$ cat src/rtl/dcache_mshr.sv
// Miss-status holding buffer: tracks accepted memory requests by bus tag, registers fills and answers line-pending lookups.
// Optional per-entry age watchdog (err_timeout, timeout_lsq_idx) is built when MSHR_WATCHDOG_EN is defined.
`ifndef DCACHE_BLOCK_OFFSET
`define DCACHE_BLOCK_OFFSET 6
`endif
`ifndef DCACHE_INDEX_SIZE
`define DCACHE_INDEX_SIZE 4
`endif
`ifndef DCACHE_TAG_SIZE
`define DCACHE_TAG_SIZE 54
`endif
`ifndef DCACHE_BLOCK_SIZE
`define DCACHE_BLOCK_SIZE 512
`endif

module dcache_mshr #(
  parameter int N_ENTRIES = 4,
  parameter int LSQ_IDX_W = 3
) (
  input  logic                          clock,
  input  logic                          reset,
  input  logic                          alloc_valid,
  input  logic [63:0]                   alloc_addr,
  input  logic                          alloc_is_store,
  input  logic [LSQ_IDX_W-1:0]          alloc_lsq_idx,
  input  logic [3:0]                    mem_response,
  input  logic [3:0]                    mem_tag,
  input  logic [`DCACHE_BLOCK_SIZE-1:0] mem_data,
  input  logic [63:0]                   lookup_addr,
  output logic                          lookup_pending,
  output logic                          fill_valid,
  output logic [`DCACHE_INDEX_SIZE-1:0] fill_index,
  output logic [`DCACHE_TAG_SIZE-1:0]   fill_tag,
  output logic [`DCACHE_BLOCK_SIZE-1:0] fill_data,
  output logic [LSQ_IDX_W-1:0]          fill_lsq_idx,
  output logic                          fill_is_store,
  output logic                          mshr_full,
  output logic                          mshr_empty,
  output logic                          err_overflow,
`ifdef MSHR_WATCHDOG_EN
  output logic                          err_timeout,
  output logic [LSQ_IDX_W-1:0]          timeout_lsq_idx,
`endif
  output logic                          err_spurious
);

  localparam int OFF    = `DCACHE_BLOCK_OFFSET;
  localparam int IDX_W  = `DCACHE_INDEX_SIZE;
  localparam int TAG_W  = `DCACHE_TAG_SIZE;
  localparam int DATA_W = `DCACHE_BLOCK_SIZE;
  localparam int SEL_W  = (N_ENTRIES > 1) ? $clog2(N_ENTRIES) : 1;

  typedef struct packed {
    logic                 valid;
    logic [3:0]           mem_tag;
    logic [TAG_W-1:0]     ltag;
    logic [IDX_W-1:0]     lidx;
    logic                 is_store;
    logic [LSQ_IDX_W-1:0] lsq_idx;
  } entry_t;

  typedef struct packed {
    logic                 valid;
    logic [IDX_W-1:0]     index;
    logic [TAG_W-1:0]     tag;
    logic [DATA_W-1:0]    data;
    logic [LSQ_IDX_W-1:0] lsq_idx;
    logic                 is_store;
  } fill_t;

  entry_t ent_q [N_ENTRIES];
  entry_t ent_d [N_ENTRIES];
  fill_t  fill_q, fill_d;
  logic   full_q, full_d, empty_q, empty_d;
  logic   overflow_q, overflow_d, spurious_q, spurious_d;

  logic             hit_found, free_found, tag_clash, alloc_ok;
  logic [SEL_W-1:0] hit_sel, free_sel;

  // Line-offset bits never take part in matching.
  logic unused_addr_bits;
  assign unused_addr_bits = ^{alloc_addr[OFF-1:0], lookup_addr[OFF-1:0]};

  always_comb begin
    // NOTE: every variable gets a default before any branch, otherwise a latch is inferred.
    ent_d      = ent_q;
    fill_d     = '0;
    overflow_d = overflow_q;
    hit_found  = 1'b0;
    hit_sel    = '0;
    free_found = 1'b0;
    free_sel   = '0;
    tag_clash  = 1'b0;
    alloc_ok   = 1'b0;

    for (int i = 0; i < N_ENTRIES; i++) begin
      if (ent_q[i].valid && mem_tag != 4'd0 && ent_q[i].mem_tag == mem_tag) begin
        if (!hit_found) begin
          hit_found = 1'b1;
          hit_sel   = SEL_W'(i);
        end
      end else if (ent_q[i].valid && ent_q[i].mem_tag == mem_response) begin
        tag_clash = 1'b1;
      end
      if (!ent_q[i].valid && !free_found) begin
        free_found = 1'b1;
        free_sel   = SEL_W'(i);
      end
    end

    if (hit_found) begin
      ent_d[hit_sel].valid = 1'b0;
      fill_d.valid         = 1'b1;
      fill_d.index         = ent_q[hit_sel].lidx;
      fill_d.tag           = ent_q[hit_sel].ltag;
      fill_d.data          = mem_data;
      fill_d.lsq_idx       = ent_q[hit_sel].lsq_idx;
      fill_d.is_store      = ent_q[hit_sel].is_store;
    end
    spurious_d = (mem_tag != 4'd0) && !hit_found;

    // The slot freed by a same-cycle completion is not a candidate: free_sel uses start-of-cycle state.
    if (alloc_valid && mem_response != 4'd0) begin
      if (!free_found || tag_clash) begin
        overflow_d = 1'b1;
      end else begin
        alloc_ok                  = 1'b1;
        ent_d[free_sel].valid     = 1'b1;
        ent_d[free_sel].mem_tag   = mem_response;
        ent_d[free_sel].ltag      = alloc_addr[63 -: TAG_W];
        ent_d[free_sel].lidx      = alloc_addr[OFF +: IDX_W];
        ent_d[free_sel].is_store  = alloc_is_store;
        ent_d[free_sel].lsq_idx   = alloc_lsq_idx;
      end
    end

    full_d  = 1'b1;
    empty_d = 1'b1;
    for (int i = 0; i < N_ENTRIES; i++) begin
      full_d  = full_d & ent_d[i].valid;
      empty_d = empty_d & ~ent_d[i].valid;
    end
  end

  // Completing entries still count as pending so a racing miss is not re-issued.
  always_comb begin
    lookup_pending = 1'b0;
    for (int i = 0; i < N_ENTRIES; i++) begin
      if (ent_q[i].valid && !ent_q[i].is_store &&
          {ent_q[i].ltag, ent_q[i].lidx} == lookup_addr[63:OFF])
        lookup_pending = 1'b1;
    end
  end

  always_ff @(posedge clock) begin
    // NOTE: state flops use non-blocking assignment so every flop samples pre-edge values.
    if (reset) begin
      // NOTE: the entry table is reset because valid bits must be known; payload fields could be left alone.
      for (int i = 0; i < N_ENTRIES; i++) ent_q[i] <= '0;
      fill_q     <= '0;
      full_q     <= 1'b0;
      empty_q    <= 1'b1;
      overflow_q <= 1'b0;
      spurious_q <= 1'b0;
    end else begin
      for (int i = 0; i < N_ENTRIES; i++) ent_q[i] <= ent_d[i];
      fill_q     <= fill_d;
      full_q     <= full_d;
      empty_q    <= empty_d;
      overflow_q <= overflow_d;
      spurious_q <= spurious_d;
    end
  end

`ifdef MSHR_WATCHDOG_EN
  logic [7:0]           age_q [N_ENTRIES];
  logic [7:0]           age_d [N_ENTRIES];
  logic                 timeout_q, timeout_d, to_found;
  logic [LSQ_IDX_W-1:0] tlsq_q, tlsq_d;

  always_comb begin
    age_d     = age_q;
    timeout_d = timeout_q;
    tlsq_d    = tlsq_q;
    to_found  = 1'b0;
    for (int i = 0; i < N_ENTRIES; i++) begin
      if (ent_q[i].valid && age_q[i] != 8'hFF) age_d[i] = age_q[i] + 8'd1;
      if (ent_q[i].valid && age_q[i] == 8'hFF && !timeout_q && !to_found) begin
        to_found  = 1'b1;
        timeout_d = 1'b1;
        tlsq_d    = ent_q[i].lsq_idx;
      end
    end
    if (alloc_ok) age_d[free_sel] = 8'd0;
  end

  always_ff @(posedge clock) begin
    if (reset) begin
      for (int i = 0; i < N_ENTRIES; i++) age_q[i] <= 8'd0;
      timeout_q <= 1'b0;
      tlsq_q    <= '0;
    end else begin
      for (int i = 0; i < N_ENTRIES; i++) age_q[i] <= age_d[i];
      timeout_q <= timeout_d;
      tlsq_q    <= tlsq_d;
    end
  end

  assign err_timeout     = timeout_q;
  assign timeout_lsq_idx = tlsq_q;
`endif

  assign fill_valid    = fill_q.valid;
  assign fill_index    = fill_q.index;
  assign fill_tag      = fill_q.tag;
  assign fill_data     = fill_q.data;
  assign fill_lsq_idx  = fill_q.lsq_idx;
  assign fill_is_store = fill_q.is_store;
  assign mshr_full     = full_q;
  assign mshr_empty    = empty_q;
  assign err_overflow  = overflow_q;
  assign err_spurious  = spurious_q;

endmodule
$ cat config.mk
export PLATFORM = sky130hd
export DESIGN_NAME = dcache_mshr
export DESIGN_NICKNAME = d
export VERILOG_FILES = /design/src/rtl/dcache_mshr.sv
export SDC_FILE = /design/constraint.sdc
export NUM_CORES = 1
export LEC_CHECK = 0
export CAP_MARGIN = 10
export CORE_AREA = 2 2 477 479
export DETAILED_ROUTE_END_ITERATION = 10
export DIE_AREA = 0 0 479 481
export PLACE_DENSITY = 0.38
export SLEW_MARGIN = 15
export SYNTH_ARGS = -nofsm -noshare
export SYNTH_HDL_FRONTEND = slang
export SYNTH_SLANG_ARGS = --single-unit
$ cat constraint.sdc
create_clock -name clock -period 2.8 [get_ports clock]
set_clock_uncertainty 0.15 [all_clocks]
set_input_delay 0.56 -clock clock [delete_from_list [all_inputs] [get_ports clock]]
set_output_delay 0.56 -clock clock [all_outputs]
set_load 0.05 [all_outputs]
==> flow_summary.json <==
{
  "run_status": "finished, violations left",
  "violations": "setup timing",
  "grt_usage": 0.181,
  "grt_pass1_wl_mm": 277,
  "drive_gt1_frac": 0.163,
  "grt_pass1_vias": 27762,
  "final_core_util": 0.231,
  "grt_overflow": 0,
  "leakage_nw": 21.3,
  "cp.arrival_ns": 2.90,
  "pin_count": 1235,
  "grt.busiest_layer": "met2",
  "drtIter0Drc": 1899,
  "syn_area_per_cell_sq_um": 10.6,
  "crit_path_end_kind": "output pin",
  "post_drt_wl_per_cell_microns": 29.2,
  "fin_nets": 5002,
  "cp_max_fo": 4,
  "core_area_sq_um": 226000,
  "yosysSeqAreaShare": 0.570,
  "io_buffers": 1222,
  "routed_wl_mm": 218,
  "pre_cts_slack_ns": -1.11,
  "clk_latency_ns": 0.78,
  "viasPerCell": 3.68,
  "cts.sinks": 847,
  "setup_ws_ns": -0.815,
  "drtPass1Iterations": 9,
  "die_h_microns": 481,
  "ir_worst_vdd_v": 0.000502,
  "slew_headroom": 0.389,
  "cts-root-buf": "clkbuf_16",
  "ys_warn_count": 0,
  "worstPathCellList": "clkdlybuf4s50_1 > xnor2_1 > buf_4 > nand4_1 > nor4_4 > nand4_1 > or3_1 > nand4_1 > buf_12",
  "path_common_cell": "nand4_1",
  "syn2layout_area_growth_pct": 75.1,
  "dpl.hpwl_mm": 187,
  "cts_buffers": 110,
  "total_power_mw": 31.1,
  "grt_max_degree": 73,
  "synth_area_leader_cell": "dfxtp_1",
  "worst-path-buf-inv": 3,
  "cts_max_level": 3,
  "cp_top_family": "simple AND/OR/NAND/NOR gates",
  "tightestPinTransition_ns": 0.917,
  "setup_viol": 1,
  "use_met2": 0.343,
  "p_per_area_nw_per_um2": 597,
  "syn_area_sq_um": 29800,
  "r2r_start": "ent_q[263]",
  "clkSlewWorstSetupHoldPaths_ns": 0.06,
  "syn_nets": 3473,
  "min_period_over_period": 1.29,
  "use_met3": 0.0487,
  "slowest_delay_ns": 0.62,
  "hold_violations": 0,
  "die_x_microns": 479,
  "drv_cap": 0,
  "antenna_left": 0,
  "cp-start-kind": "primary input",
  "initial_utilization": 0.132,
  "gp_congestion": 0.969,
  "vias": 27499,
  "min_period_ns": 3.61,
  "synthDistinctLibCells": 57,
  "antenna_found_initial": 161,
  "critPathKind": "in -> out",
  "fmax_mhz": 277,
  "cp-startpoint": "lookup_addr[52]",
  "cts_max_path_buffers": 3,
  "slew_violations": 0,
  "synth_top_cell_area_share": 0.570,
  "cts_tree": "yes",
  "synthTopCellsByArea": "dfxtp_1 57%, and2_1 11%, mux2i_1 6.8%, xnor2_1 3.4%, nor2_1 3.0%",
  "rsz0062_at_grt": "true",
  "cp_slowest_cell": "clkdlybuf4s50_1",
  "rows": 175,
  "syn_inst": 2818,
  "synth-seq-cells": 847,
  "holdCritStartpoint": "mem_data[54]",
  "hold_path.class": "in -> reg",
  "crit_required_ns": 2.09,
  "drcViolationCount": 0,
  "use_met1": 0.192,
  "design.die.area_sq_um": 230000
}
## logic make-up (layout without fill, tap and decap cells)
family	count (synthesis)	in the layout	share of synthesized area
simple gates	1039	1039	0.184
other cells	0	33	0
xor+xnor	207	207	0.0609
buf+inv	254	1875	0.0528
compound gates	270	270	0.0647
mux	201	201	0.0676
flops	847	847	0.570
## layer usage
metal  up-vias  wire length [microns]
met5         -                    142
met4        22                   8130
met3       468                  15800
met2      1362                 115000
met1     13251                  79100
li1      12396                      -
## synthesized netlist by cell type, drive strengths merged
cell type,number
nand3,14
o211a,1
xor2,90
nand2b,3
or3,1
nor3,14
a2111oi,1
o221a,1
o21ai,7
clkbuf,81
a21oi,110
nand2,184
a221oi,13
nand4b,2
or2,5
nor4,26
o22ai,21
inv,58
xnor2,117
a22o,20
nor2,235
a2111o,1
dfxtp,847
and4bb,1
nand4,36
a211oi,12
a22oi,9
o211ai,1
o21a,3
mux2i,201
and2,514
a31oi,1
and3,2
nor4b,1
a41o,1
o2bb2ai,4
o41ai,1
a222oi,59
o2111a,1
buf,115
o22a,1
o221ai,2
and4,1
## metrics by stage
stage | TNS [ns] | cell area, sq um | cells | hold WS [ns]
5_1_grt | -0.900 | 52100 | 7467 | 0.136
3_5_place_dp | -536.21 | 47700 | 7231 | 0.301
2_1_floorplan | 0 | 29800 | 2818 | 0.283
4_1_cts | -0.842 | 51800 | 7441 | 0.0933
6_report | -0.815 | 52100 | 7481 | 0.194
3_3_place_gp | -520.98 | 47700 | 7231 | 0.293
## state kept, by name, indices dropped and copies added (netlist names)
register and count:
fill_valid 1, fill_lsq_idx 3, mshr_empty 1, fill_tag 54
fill_data 512, fill_index 4, mshr_full 1, err_spurious 1
fill_is_store 1, ent_q 268, err_overflow 1
## path summary, 6_finish.rpt
path / to / slack [ns] / cells past startpoint
worst min-delay path: fill_data[54] / 0.19 / 2
worst min register to register: ent_q[1] / 0.31 / 2
worst max register to register: fill_tag[49] / 0.08 / 9
worst max-delay path: lookup_pending / -0.81 / 9
## layout by cell type, fill, tap and decap left out, types with 59 or more instances in the layout
master	n
a21oi_1	109
a222oi_1	59
and2_1	513
buf_4	414
clkbuf_16	113
clkdlybuf4s50_1	1054
dfxtp_1	829
dlygate4sd2_1	83
mux2i_1	201
nand2_1	183
nor2_1	232
xnor2_1	104
xor2_1	90
## report_power, final
part / switching [mW] / internal (mW)
Combinational: 1.44 / 1.56
Clock: 6.16 / 9.53
Sequential: 0.182 / 12.2
Total: 7.78 / 23.3
## final cells by class
| type | count | area, sq um |
|---|---|---|
| fill | 24439 | 174000 |
| tap | 3009 | 3760 |
| clock buffer | 160 | 3240 |
| inverter | 58 | 234 |
| timing repair buffer | 1613 | 15600 |
| antenna | 33 | 82.6 |
| multi-input combinational | 1717 | 11500 |
| sequential | 847 | 17000 |
| clock inverter | 44 | 763 |
## repair_timing
action | 4_1_cts | 5_1_grt
gates cloned | 0 | 1
buffers inserted | 5 | 7
hold buffers | 1 | 0
pin swaps | 22 | 17
resized for setup | 112 | 36
hold endpoints to repair | 8 | 0
setup endpoints to repair | 95 | 53
(Power assumes the default switching activity.)
